[src/rtl/spi_shift_engine.sv]
// -----------------------------------------------------------------------------
// spi_shift_engine
//   SPI master shift engine. Takes a start request plus TX word, frame length,
//   CPOL/CPHA mode and SCLK divider from the register block. It runs one
//   chip-selected frame (LEAD, SHIFT, TRAIL) and returns the received word, a
//   busy flag and a one-cycle done pulse. Frames are sent MSB-first and can be
//   1..DATA_WIDE bits long.
//
//   Optional build macro:
//     SPI_SHIFT_LOOPBACK_EN - the RX shifter samples the internal MOSI bit
//                             instead of spi_miso_i. All pins still toggle.
//
//   Ports:
//     pclk_i      system clock
//     prstn_i     asynchronous active-low reset
//     start_i     single-cycle transfer request (accepted while idle)
//     tx_data_i   transmit word, bits [len_i:0] are sent
//     len_i       frame length minus one
//     cpol_i      SCLK idle level
//     cpha_i      0: sample on leading edge, 1: sample on trailing edge
//     clk_div_i   SCLK half-period minus one, in pclk cycles
//     busy_o      transfer in progress
//     done_o      one-cycle completion pulse
//     rx_data_o   received word, right-aligned, upper bits zero
//     spi_sclk_o  serial clock
//     spi_cs_n_o  chip select, active low
//     spi_mosi_o  serial data out
//     spi_miso_i  serial data in
// -----------------------------------------------------------------------------
module spi_shift_engine #(
    parameter int DATA_WIDE = 32,
    parameter int DIV_WIDE  = 8,
    parameter int LEN_WIDE  = 5
) (
    input  logic                 pclk_i,
    input  logic                 prstn_i,
    input  logic                 start_i,
    input  logic [DATA_WIDE-1:0] tx_data_i,
    input  logic [LEN_WIDE-1:0]  len_i,
    input  logic                 cpol_i,
    input  logic                 cpha_i,
    input  logic [DIV_WIDE-1:0]  clk_div_i,
    output logic                 busy_o,
    output logic                 done_o,
    output logic [DATA_WIDE-1:0] rx_data_o,
    output logic                 spi_sclk_o,
    output logic                 spi_cs_n_o,
    output logic                 spi_mosi_o,
    input  logic                 spi_miso_i
);

    typedef enum logic [1:0] {
        ST_IDLE,
        ST_LEAD,
        ST_SHIFT,
        ST_TRAIL
    } state_t;

    localparam logic [LEN_WIDE-1:0] LP_MAX_LEN = LEN_WIDE'(DATA_WIDE - 1);

    state_t                 r_state;
    state_t                 w_state_nxt;

    logic [DATA_WIDE-1:0]   r_tx;
    logic [DATA_WIDE-1:0]   r_rx;
    logic [DATA_WIDE-1:0]   r_rx_data;
    logic [LEN_WIDE-1:0]    r_len;
    logic [DIV_WIDE-1:0]    r_div;
    logic [DIV_WIDE-1:0]    r_div_cnt;
    logic [LEN_WIDE:0]      r_edge_cnt;
    logic                   r_cpol;
    logic                   r_cpha;
    logic                   r_sclk;
    logic                   r_mosi;
    logic                   r_done;

    logic                   w_tick;
    logic                   w_last_edge;
    logic                   w_sample;
    logic                   w_drive;
    logic                   w_miso;
    logic [LEN_WIDE-1:0]    w_shamt;
    logic [DATA_WIDE-1:0]   w_tx_aligned;

`ifdef SPI_SHIFT_LOOPBACK_EN
    logic                   w_unused_miso;
    assign w_unused_miso = spi_miso_i;
    assign w_miso        = r_mosi;
`else
    assign w_miso        = spi_miso_i;
`endif

    // Divider compares against the latched value, so H = r_div+1 never overflows.
    assign w_tick       = (r_div_cnt == r_div);
    // Edge 2N-1 (0-based) is the final edge: {len,1} == 2*len+1.
    assign w_last_edge  = (r_edge_cnt == {r_len, 1'b1});
    // Left-align the frame so the MSB of the frame always leaves from the top bit.
    assign w_shamt      = LP_MAX_LEN - len_i;
    assign w_tx_aligned = tx_data_i << w_shamt;

    // State register
    always_ff @(posedge pclk_i or negedge prstn_i) begin
        if (!prstn_i) begin
            r_state <= ST_IDLE;
        end else begin
            r_state <= w_state_nxt;
        end
    end

    // Next-state logic
    always_comb begin
        w_state_nxt = r_state;
        case (r_state)
            ST_IDLE:  if (start_i)               w_state_nxt = ST_LEAD;
            ST_LEAD:  if (w_tick)                w_state_nxt = ST_SHIFT;
            ST_SHIFT: if (w_tick && w_last_edge) w_state_nxt = ST_TRAIL;
            ST_TRAIL: if (w_tick)                w_state_nxt = ST_IDLE;
            default:                             w_state_nxt = ST_IDLE;
        endcase
    end

    // Output / strobe logic
    always_comb begin
        busy_o     = (r_state != ST_IDLE);
        spi_cs_n_o = (r_state == ST_IDLE);
        w_sample   = 1'b0;
        w_drive    = 1'b0;
        if (r_state == ST_SHIFT && w_tick) begin
            // Even 0-based edge index = leading edge. CPHA selects which
            // parity samples; the other parity drives, except the last edge.
            w_sample = (r_edge_cnt[0] == r_cpha);
            w_drive  = (r_edge_cnt[0] != r_cpha) && !w_last_edge;
        end
    end

    assign done_o     = r_done;
    assign rx_data_o  = r_rx_data;
    assign spi_sclk_o = r_sclk;
    assign spi_mosi_o = r_mosi;

    // Datapath
    always_ff @(posedge pclk_i or negedge prstn_i) begin
        if (!prstn_i) begin
            r_tx       <= '0;
            r_rx       <= '0;
            r_rx_data  <= '0;
            r_len      <= '0;
            r_div      <= '0;
            r_div_cnt  <= '0;
            r_edge_cnt <= '0;
            r_cpol     <= 1'b0;
            r_cpha     <= 1'b0;
            r_sclk     <= 1'b0;
            r_mosi     <= 1'b0;
            r_done     <= 1'b0;
        end else begin
            r_done <= 1'b0;
            case (r_state)
                ST_IDLE: begin
                    r_sclk <= cpol_i;
                    if (start_i) begin
                        r_len      <= len_i;
                        r_cpol     <= cpol_i;
                        r_cpha     <= cpha_i;
                        r_div      <= clk_div_i;
                        r_div_cnt  <= '0;
                        r_edge_cnt <= '0;
                        r_rx       <= '0;
                        // CPHA=0 presents the first bit during LEAD, so it is
                        // moved to MOSI now and the shifter starts one bit on.
                        if (cpha_i) begin
                            r_tx   <= w_tx_aligned;
                            r_mosi <= 1'b0;
                        end else begin
                            r_tx   <= {w_tx_aligned[DATA_WIDE-2:0], 1'b0};
                            r_mosi <= w_tx_aligned[DATA_WIDE-1];
                        end
                    end
                end
                ST_LEAD: begin
                    r_div_cnt <= w_tick ? '0 : r_div_cnt + 1'b1;
                end
                ST_SHIFT: begin
                    r_div_cnt <= w_tick ? '0 : r_div_cnt + 1'b1;
                    if (w_tick) begin
                        r_sclk     <= ~r_sclk;
                        r_edge_cnt <= r_edge_cnt + 1'b1;
                    end
                    if (w_sample) begin
                        r_rx <= {r_rx[DATA_WIDE-2:0], w_miso};
                    end
                    if (w_drive) begin
                        r_mosi <= r_tx[DATA_WIDE-1];
                        r_tx   <= {r_tx[DATA_WIDE-2:0], 1'b0};
                    end
                end
                ST_TRAIL: begin
                    r_div_cnt <= w_tick ? '0 : r_div_cnt + 1'b1;
                    if (w_tick) begin
                        r_done     <= 1'b1;
                        r_rx_data  <= r_rx;
                        r_mosi     <= 1'b0;
                        r_edge_cnt <= '0;
                    end
                end
                default: ;
            endcase
        end
    end

endmodule

[config.mk]
export PLATFORM = sky130hd
export DESIGN_NAME = spi_shift_engine
export DESIGN_NICKNAME = d
export VERILOG_FILES = /design/src/rtl/spi_shift_engine.sv
export SDC_FILE = /design/constraint.sdc
export NUM_CORES = 1
export LEC_CHECK = 0
export ABC_AREA = 1
export CORE_ASPECT_RATIO = 1.25
export CORE_UTILIZATION = 40
export CTS_CLUSTER_DIAMETER = 200
export DETAILED_ROUTE_END_ITERATION = 8
export GPL_TIMING_DRIVEN = 1
export PLACE_DENSITY = 0.58
export SLEW_MARGIN = 5
export SYNTH_ARGS = -nofsm -noshare
export SYNTH_HDL_FRONTEND = slang
export SYNTH_SLANG_ARGS = --single-unit
[constraint.sdc]
create_clock -name pclk_i -period 5.7 [get_ports pclk_i]
set_clock_uncertainty 0.05 [all_clocks]
set_input_delay 1.14 -clock pclk_i [delete_from_list [all_inputs] [get_ports pclk_i]]
set_output_delay 1.14 -clock pclk_i [all_outputs]
set_load 0.02 [all_outputs]
==> reports/results.ini <==
[finish]
post-route-util_pct=49.22
final_area_um2=9276
nets=1183
final_layout_size_suffix_gt1_share_pct=7.381
nFillCells=1906
seq_area_um2=3228
syn_to_final_growth_pct=19.58
diodes=0
final_cells=1370
multi_input_area_um2=4046

[timing]
worstMarginPinSlew_ns=1.108
finalCritPeriodShare_pct=56.07
max_freq_ghz=0.3129
setup_viol=0
fin_ws_ns=2.504
layout_min_cycle_time_ns=3.196
rsz0062_at_grt=no
hold_viol_final=0
hold-worst-slack_ns=0.4309
finalSetupTns_ns=0
maxSlewHeadroom_pct=25.98
drv_slew=0

[clock_tree]
cts_resized=0
cts_setup_buffers=0
cts_max_level=4
clk_pin_slew_ns=0.06
ctsHoldBuffers=0
clock_sinks=129
clkLatencyLatePin_ns=0.41
cts_buffer_depth=2
cts_tree=yes
root_buffer=clkbuf_16
numCtsBuffers=17

[worst_setup_path]
cp.arrival_ns=3.43
cp_cell_sequence=clkdlybuf4s50_1 -> buf_4 -> inv_1 -> nand3_1 -> nand3_1 -> nand2_1 -> nand2_1 -> nand3_1 -> nand2_1 -> nand2_1 -> o21ai_1
cp_data_required_time_ns=5.93
critPathBufInv=3
slowest_stage=inv_1
cp_max_fo=34
critPathMaxStageDelay_ns=0.48
crit_type=in2reg
cp_top_family=buffers and inverters
start_kind=input port
crit_path_frequent_cell=nand2_1
cp-end-kind=flip-flop

[flow_run]
maxCapViolCount=0

[synthesis]
synth-edff-count=0
synth_cells=1071
syn_avg_cell_area_um2=7.243
ys_seq_elements=129
yosysTopAreaCell=dfrtp_1
synth_most_common_cell=nand2_1
synth.area.top_cells=dfrtp_1, nand2_1, nand3_1
synth-async-reset-ratio_pct=100.0
synth_flop_cell=dfrtp_1
post-synth-top-area-fraction_pct=41.61
yosysSeqAreaShare_pct=41.61
syn-num-nets=1129
yosys-top-cells-count=nand2_1, nand3_1, dfrtp_1, nor2_1, o21ai_0
synth.distinct_cells=33
synthesis.area_um2=7757
yosysWarnings=0

[detailed_routing]
dr_wl_met3_um=566
drc_errors=0
via_per_inst=5.304
routedLengthMet1_um=9434
wl_um=20360
drtPass1Iterations=5
top_layer=met4
wl_met2_um=9831
drtIter0Drc=517
ant_nets=0
dr_total_vias=7266
avgRoutedWirePerCell_um=14.86

[min_path]
min_path_type=reg2reg

[floorplan]
ios=88
die_h_um=157.7
fp.dieArea_um2=19960
die_w_um=126.6
start_util_pct=41.16
rows=56
core_um2=18850

[placement]
place_ws_ns=2.109
io_buffers=87
dp_hpwl_um=14220
dpl-instance-area_um2=8711
dpl.cell_count=1338
gp_congestion=0.9096

[global_route]
antenna_found_initial=0
gr-total-overflow=0
grt_use_total_pct=21.40
grt_pass1_wl_um=34270
grt_pass1_vias=6889
grt_max_degree=70

[status]
status=completed

[power]
ir_drop_uv=152.3
power.leakage_nw=4.517
power.density_nw_per_um2=237.0
power_mw=2.199

## registers in the layout, summed over array words and instances (netlist names)
register	cells
r_div	8
r_div_cnt	8
r_edge_cnt	6
r_tx	32
r_cpha	1
rx_data_o	32
spi_sclk_o	1
done_o	1
r_state	2
spi_mosi_o	1
r_len	5
r_rx	32
## cell usage in the layout (no fill, tap or decap), types with 8 or more instances in the layout
master,synthesis,final
a21oi_1,9,9
buf_4,7,13
clkbuf_16,0,17
clkdlybuf4s50_1,0,86
dfrtp_1,129,129
inv_1,40,40
inv_2,9,9
mux2_1,26,26
mux2_2,10,10
nand2_1,337,337
nand3_1,215,215
nand4_1,15,15
nor2_1,83,83
o21ai_0,43,43
o21ai_1,38,37
xor2_1,8,8
## routing by layer
layer  up-vias  GRT usage [%]
li1       3647              -
met1      3416          27.78
met2       168          36.44
met3        35          2.839
met4         0          7.917
met5         -              0
## worst register-to-register path: cells and delay by family (launching register included)
family | cells | cell delay [ns]
AND/OR/NAND/NOR | 6 | 1.59
flip-flops | 1 | 0.44
adder cells (fa/ha/maj) | 1 | 0.29
buffers and inverters | 2 | 0.22
## final timing paths
path,cells past startpoint,slack (ns),startpoint,end
max in group asynchronous,2,3.85,prstn_i,r_tx[18]$_DFFE_PN0P_
worst min register to register,1,0.43,rx_data_o[29]$_DFFE_PN0P_,rx_data_o[29]$_DFFE_PN0P_
min in group asynchronous,1,0.78,prstn_i,r_div[2]$_DFFE_PN0P_
worst max register to register,9,2.99,r_state[0]$_DFFE_PN0P_,r_tx[18]$_DFFE_PN0P_
worst max-delay path,11,2.50,len_i[2],spi_mosi_o$_DFFE_PN0P_
worst min-delay path,1,0.43,rx_data_o[29]$_DFFE_PN0P_,rx_data_o[29]$_DFFE_PN0P_
## power breakdown
group	internal, mW	total, mW	switching [mW]
registers	0.924	0.929	0.00430
logic	0.0829	0.235	0.152
clock network	0.577	1.04	0.458
## kinds of logic after synthesis
family | count (synthesis) | synth area share, %
adder cells (fa/ha/maj) | 7 | 1.129
AND/OR/NAND/NOR | 670 | 37.32
flip-flops | 129 | 41.61
XOR/XNOR | 13 | 1.468
AO/OA/AOI/OAI | 102 | 6.936
buffers and inverters | 114 | 6.306
multiplexers | 36 | 5.226
## area by class of cell
cell class / count / area share [%]
sequential: 129 / 34.80
multi-input combinational: 828 / 43.62
timing repair buffer: 99 / 10.33
inverter: 50 / 2.023
tap: 232 / 3.129
clock buffer: 17 / 4.586
clock inverter: 15 / 1.511
(Power assumes the default switching activity.)
